**config.mk**
```make
export PLATFORM = sky130hd
export DESIGN_NAME = muldiv_unit
export DESIGN_NICKNAME = d
export VERILOG_FILES = /design/src/rtl/muldiv_unit.sv
export SDC_FILE = /design/constraint.sdc
export NUM_CORES = 1
export LEC_CHECK = 0
export BUFFER_PORTS_ARGS = -buffer_cell sky130_fd_sc_hd__buf_2
export CAP_MARGIN = 20
export CORE_UTILIZATION = 35
export CTS_CLUSTER_DIAMETER = 30
export DETAILED_ROUTE_END_ITERATION = 16
export GPL_TIMING_DRIVEN = 0
export SLEW_MARGIN = 20
export SYNTH_ARGS = -nofsm -noshare
export SYNTH_HDL_FRONTEND = slang
export SYNTH_SLANG_ARGS = --single-unit
```
**constraint.sdc**
```tcl
create_clock -name clock -period 5.98 [get_ports clock]
set_input_delay 1.794 -clock clock [delete_from_list [all_inputs] [get_ports clock]]
set_output_delay 1.794 -clock clock [all_outputs]
set_load 0.05 [all_outputs]
```
**src/rtl/muldiv_unit.sv**
```systemverilog
// Iterative RV32M/RV64M multiply/divide unit: shift-add multiply and restoring divide,
// resolving UNROLL bits per CALC cycle, with sign fix-up and special cases applied in FIX.
module muldiv_unit #(
  parameter int WIDTH  = 32,
  parameter int UNROLL = 1
) (
  input  logic             clock,
  input  logic             reset,
  input  logic             start,
  input  logic             flush,
  input  logic [2:0]       funct3,
  input  logic [WIDTH-1:0] operand_a,
  input  logic [WIDTH-1:0] operand_b,
  output logic             busy,
  output logic             done,
  output logic [WIDTH-1:0] result
);

  localparam int K  = WIDTH / UNROLL;
  localparam int CW = (K > 1) ? $clog2(K) : 1;

  typedef enum logic [1:0] {IDLE, CALC, FIX, DONE} state_t;

  state_t               state_q, state_d;
  logic [CW-1:0]        cnt_q, cnt_d;
  logic [WIDTH-1:0]     result_q, result_d;
  logic [2:0]           op_q, op_d;
  logic                 sign_a_q, sign_a_d, sign_b_q, sign_b_d;
  logic                 div_zero_q, div_zero_d;
  logic [WIDTH-1:0]     opnd_q, opnd_d;
  logic [2*WIDTH-1:0]   acc_q, acc_d;

  logic                 a_signed, b_signed, a_neg, b_neg;
  logic [WIDTH-1:0]     a_mag, b_mag;
  logic [2*WIDTH-1:0]   acc_step;
  logic [WIDTH:0]       shifted, diff, sum;
  logic [2*WIDTH-1:0]   prod;
  logic [WIDTH-1:0]     quo, rem, fix_result;

  assign a_signed = (funct3 == 3'b001) || (funct3 == 3'b010) ||
                    (funct3 == 3'b100) || (funct3 == 3'b110);
  assign b_signed = (funct3 == 3'b001) || (funct3 == 3'b100) || (funct3 == 3'b110);
  assign a_neg    = a_signed & operand_a[WIDTH-1];
  assign b_neg    = b_signed & operand_b[WIDTH-1];
  assign a_mag    = a_neg ? -operand_a : operand_a;
  assign b_mag    = b_neg ? -operand_b : operand_b;

  // acc holds {high product, multiplier} when multiplying and {remainder, quotient} when dividing
  always_comb begin
    acc_step = acc_q;
    shifted  = '0;
    diff     = '0;
    sum      = '0;
    for (int i = 0; i < UNROLL; i++) begin
      if (op_q[2]) begin
        shifted = acc_step[2*WIDTH-1:WIDTH-1];
        diff    = shifted - {1'b0, opnd_q};
        if (!diff[WIDTH]) acc_step = {diff[WIDTH-1:0], acc_step[WIDTH-2:0], 1'b1};
        else              acc_step = {shifted[WIDTH-1:0], acc_step[WIDTH-2:0], 1'b0};
      end else begin
        sum      = {1'b0, acc_step[2*WIDTH-1:WIDTH]} + (acc_step[0] ? {1'b0, opnd_q} : '0);
        acc_step = {sum, acc_step[WIDTH-1:1]};
      end
    end
  end

  always_comb begin
    prod       = (sign_a_q ^ sign_b_q) ? -acc_q : acc_q;
    quo        = acc_q[WIDTH-1:0];
    rem        = acc_q[2*WIDTH-1:WIDTH];
    fix_result = '0;
    if (!op_q[2])      fix_result = (op_q[1:0] == 2'b00) ? prod[WIDTH-1:0] : prod[2*WIDTH-1:WIDTH];
    else if (!op_q[1]) fix_result = div_zero_q ? '1 : ((sign_a_q ^ sign_b_q) ? -quo : quo);
    else               fix_result = sign_a_q ? -rem : rem;
  end

  always_comb begin
    state_d    = state_q;
    cnt_d      = cnt_q;
    result_d   = result_q;
    op_d       = op_q;
    sign_a_d   = sign_a_q;
    sign_b_d   = sign_b_q;
    div_zero_d = div_zero_q;
    opnd_d     = opnd_q;
    acc_d      = acc_q;
    case (state_q)
      IDLE: begin
        if (start && !flush) begin
          op_d       = funct3;
          sign_a_d   = a_neg;
          sign_b_d   = b_neg;
          div_zero_d = (operand_b == '0);
          opnd_d     = funct3[2] ? b_mag : a_mag;
          acc_d      = funct3[2] ? {{WIDTH{1'b0}}, a_mag} : {{WIDTH{1'b0}}, b_mag};
          cnt_d      = '0;
          state_d    = CALC;
        end
      end
      CALC: begin
        acc_d = acc_step;
        if (cnt_q == CW'(K - 1)) begin
          cnt_d   = '0;
          state_d = FIX;
        end else begin
          cnt_d = cnt_q + 1'b1;
        end
      end
      FIX: begin
        result_d = fix_result;
        state_d  = DONE;
      end
      DONE:    state_d = IDLE;
      default: state_d = IDLE;
    endcase
    // An abort must leave the previously delivered result untouched
    if (flush) begin
      state_d  = IDLE;
      cnt_d    = '0;
      result_d = result_q;
    end
  end

  always_ff @(posedge clock) begin
    if (reset) begin
      state_q  <= IDLE;
      cnt_q    <= '0;
      result_q <= '0;
    end else begin
      state_q  <= state_d;
      cnt_q    <= cnt_d;
      result_q <= result_d;
    end
  end

  always_ff @(posedge clock) begin
    op_q       <= op_d;
    sign_a_q   <= sign_a_d;
    sign_b_q   <= sign_b_d;
    div_zero_q <= div_zero_d;
    opnd_q     <= opnd_d;
    acc_q      <= acc_d;
  end

  assign busy   = (state_q != IDLE);
  assign done   = (state_q == DONE);
  assign result = result_q;

endmodule

```
==> summary.txt <==
Layout
  • Final instance area: 15900 um^2
  • Commonest non-fill, non-tap cell in the layout: nor2_1
  • Post-layout util: 40.1%
  • Area growth from synthesis to layout: 13.0%
  • Register Area: 3840 um^2
  • Fill cells: a little over 4000
  • Final nets: 2053
  • Footprint of the multi-input gates: 9540 um^2
  • Layout cell share with drive strength beyond 1: 9.33%
  • Commonest cells after routing, fill and taps aside: nor2_1, nand2_1, a21oi_1, o21ai_0, buf_2
  • Antenna cells: 0

GRT
  • GRT overflow: 0
  • Vias in the first global route: around 14000
  • Largest net degree at the start of global routing: 52
  • Antenna violations before repair: 0
  • First-pass GRT wire length: 85.7 mm
  • GR Util All Layers: 27.8%

Route
  • WL final: approximately 57 mm
  • Initial DRT Pass Iterations: 7
  • Antenna-violating nets left: 0
  • DR vias/cell: around 6
  • Residual DRC count: 0
  • Routed wire per std cell: about 23 um
  • Routed via count: around 15000
  • Starting DRT DRC Count: roughly 1500

Worst setup path
  • R2R setup slack: 1.35 ns
  • Critical path launch point type: flop
  • Worst path buffer plus inverter count: 3
  • CP Capture Type: flop
  • Crit path largest cell delay: 0.61 ns
  • Crit-path leading delay family: compound AO/OA/AOI/OAI gates
  • Worst R2R Start: acc_q[31]
  • CP startpoint: acc_q[31]
  • Worst path required time: 6.15 ns
  • Crit path arrival time: ~4.8 ns
  • Crit path cell chain: inv_1, ha_1, fa_1, nand2b_1, a21oi_1, o211ai_1, a21oi_1, o21ai_1, a21oi_2, xor2_1, buf_2, clkbuf_1, o221ai_1
  • Critical path type: reg2reg
  • Worst path most repeated cell: a21oi_1
  • Cells on worst reg2reg path: 13
  • Crit-path max FO: 10
  • Slowest cell on crit path: clkbuf_1
  • Critical path depth: 13

Synth
  • Mean Syn Cell Area: 7.91 um^2
  • Net Count, Synth: 1926
  • Synthesized area: 14100 um^2
  • Register area share after synthesis: 27.3%
  • Most common flop cell mapped by yosys: edfxtp_1
  • Yosys reg bits: ~140
  • Syn. warnings: 0
  • Synth cell types: just under 80
  • Post-synth ARST share: 0%
  • EDFF count, synth: around 100
  • Mapped Cells: 1779

Outcome
  • Status: completed

Timing
  • RSZ-0062 raised after global routing: false
  • Final worst slack: 1.35 ns
  • Max-slew violation count: 0
  • Slew Limit Headroom: 32.2%
  • Tightest Pin Transition: just over 1 ns
  • # setup viols final: 0
  • Worst Skew: roughly 0.018 ns
  • Fmax: 0.216 GHz
  • Final min period: 4.63 ns
  • Final period util: 77.5%
  • Hold Fails Final Rpt: 0

Clock network
  • Worst-path clk slew: 0.08 ns
  • Clk root buf: clkbuf_16
  • Clk_lat worst skew: 0.46 ns
  • CTS H-tree lvls: 4
  • Count of hold buffers inserted by post-cts repair: 0
  • CTS tree: done
  • Sink Count: between 100 and 150
  • CTS Buf Count: 17
  • Post_cts resized: 0
  • Max Root-Sink Buffers: 2
  • Postcts setup bufs: 0

Floorplanning
  • Row Count: 73
  • Die Width: 203 um
  • Overall die height: 203 um
  • Full die area: between 40000 and 50000 um^2
  • CORE AREA: 39700 um^2
  • Starting density of the core: 35.4%
  • I/O pin count: 105

Power
  • Total chip power: 3.68 mW
  • Worst vdd ir: 0.165 mV
  • Pwr/cell area: 231 nW/um^2
  • LEAKAGE: 6.30 nW

Min path
  • Min-delay src: result[14]
  • Worst min-delay path class: reg2reg
  • Worst Hold Depth: 2

Place
  • Post-DP HPWL: 45.5 mm
  • # port buffers: just over 100
  • Dpl ws: 0.954 ns
  • Area after DPL: approximately 15000 um^2
  • RD Place Congestion: 0.999

Flow run
  • MaxCap Viol Count: 0
==> path summary, 6_finish.rpt <==
| kind | endpoint |
|---|---|
| worst min-delay path | result[14] |
| worst min register to register | result[14] |
| worst max-delay path | acc_q[57] |
| worst max register to register | acc_q[57] |
==> where the power goes <==
part | switching [mW] | internal (mW) | total (mW)
sequential | 0.0900 | 1.14 | 1.23
combinational | 0.884 | 0.460 | 1.34
clock | 0.519 | 0.596 | 1.12
total | 1.49 | 2.19 | 3.68
==> kinds of logic after synthesis <==
kind of cell,share of synthesized area (%)
simple gates,19.4
compound gates,23.3
xor+xnor,12.3
buf+inv,4.99
flops,27.3
mux,5.93
fa+ha+maj,6.86
==> layer usage <==
metal	routed length (um)	track usage (%)	vias to the layer above
met5	0	0	-
met4	1830	10.2	0
met3	5100	4.83	95
met2	25200	43.2	752
met1	25100	38.3	7016
li1	-	-	6758
==> registers in the layout, summed over array words and instances, names as in the netlist <==
register    cells
sign_b_q        1
result         32
op_q            3
opnd_q         32
acc_q          64
div_zero_q      1
state_q         2
sign_a_q        1
cnt_q           5
==> area by class of cell <==
class                   count  area share [%]
multi-input cells        1455            59.9
flip-flops and latches    141            24.2
well taps                 525            4.13
repair buffers            108            3.62
clock buffers              17            2.67
plain buffers             106            2.59
inverters                  77            1.83
clock inverters            15            1.05
==> worst reg2reg max path: stages, from the launching register on <==
cell and delay, ns:
edfxtp_1 0.53, inv_1 0.11, ha_1 0.23, fa_1 0.39, nand2b_1 0.19, a21oi_1 0.27
o211ai_1 0.22, a21oi_1 0.28, o21ai_1 0.21, a21oi_2 0.46, xor2_1 0.22, buf_2 0.37
clkbuf_1 0.61, o221ai_1 0.24
==> stage by stage <==
| stage | setup TNS [ns] | std cells | hold slack (ns) |
|---|---|---|---|
| 6_report | 0 | 2444 | 0.431 |
| 5_1_grt | 0 | 2444 | 0.468 |
| 4_1_cts | 0 | 2444 | 0.435 |
| 3_5_place_dp | 0 | 2412 | 0.425 |
| 3_3_place_gp | -25.09 | 2407 | 0.426 |
| 2_1_floorplan | 0 | 1779 | 0.453 |
==> Yosys cell counts, types with 15 or more instances <==
cell type  instances  area, um^2
a31oi_1           24         150
o21a_1            15         113
a221oi_1          18         158
xnor2_1          100         876
nand2b_1          21         131
dfxtp_1           39         781
o31ai_1           15         113
o41ai_1           17         149
nand2_1          169         634
ha_1              74         926
xor2_1            97         850
o21ai_0          112         561
or3_1             27         169
edfxtp_1         102        3060
nand4_1           15        93.8
nor2_1           176         661
a21oi_1          153         766
nand3_1           31         155
o21ai_1           29         145
a21o_1            19         143
nor3_1            56         280
inv_1             75         282
mux2i_1           80         801
clkbuf_1          89         334
Note: power is estimated with default switching activity, not from simulation.
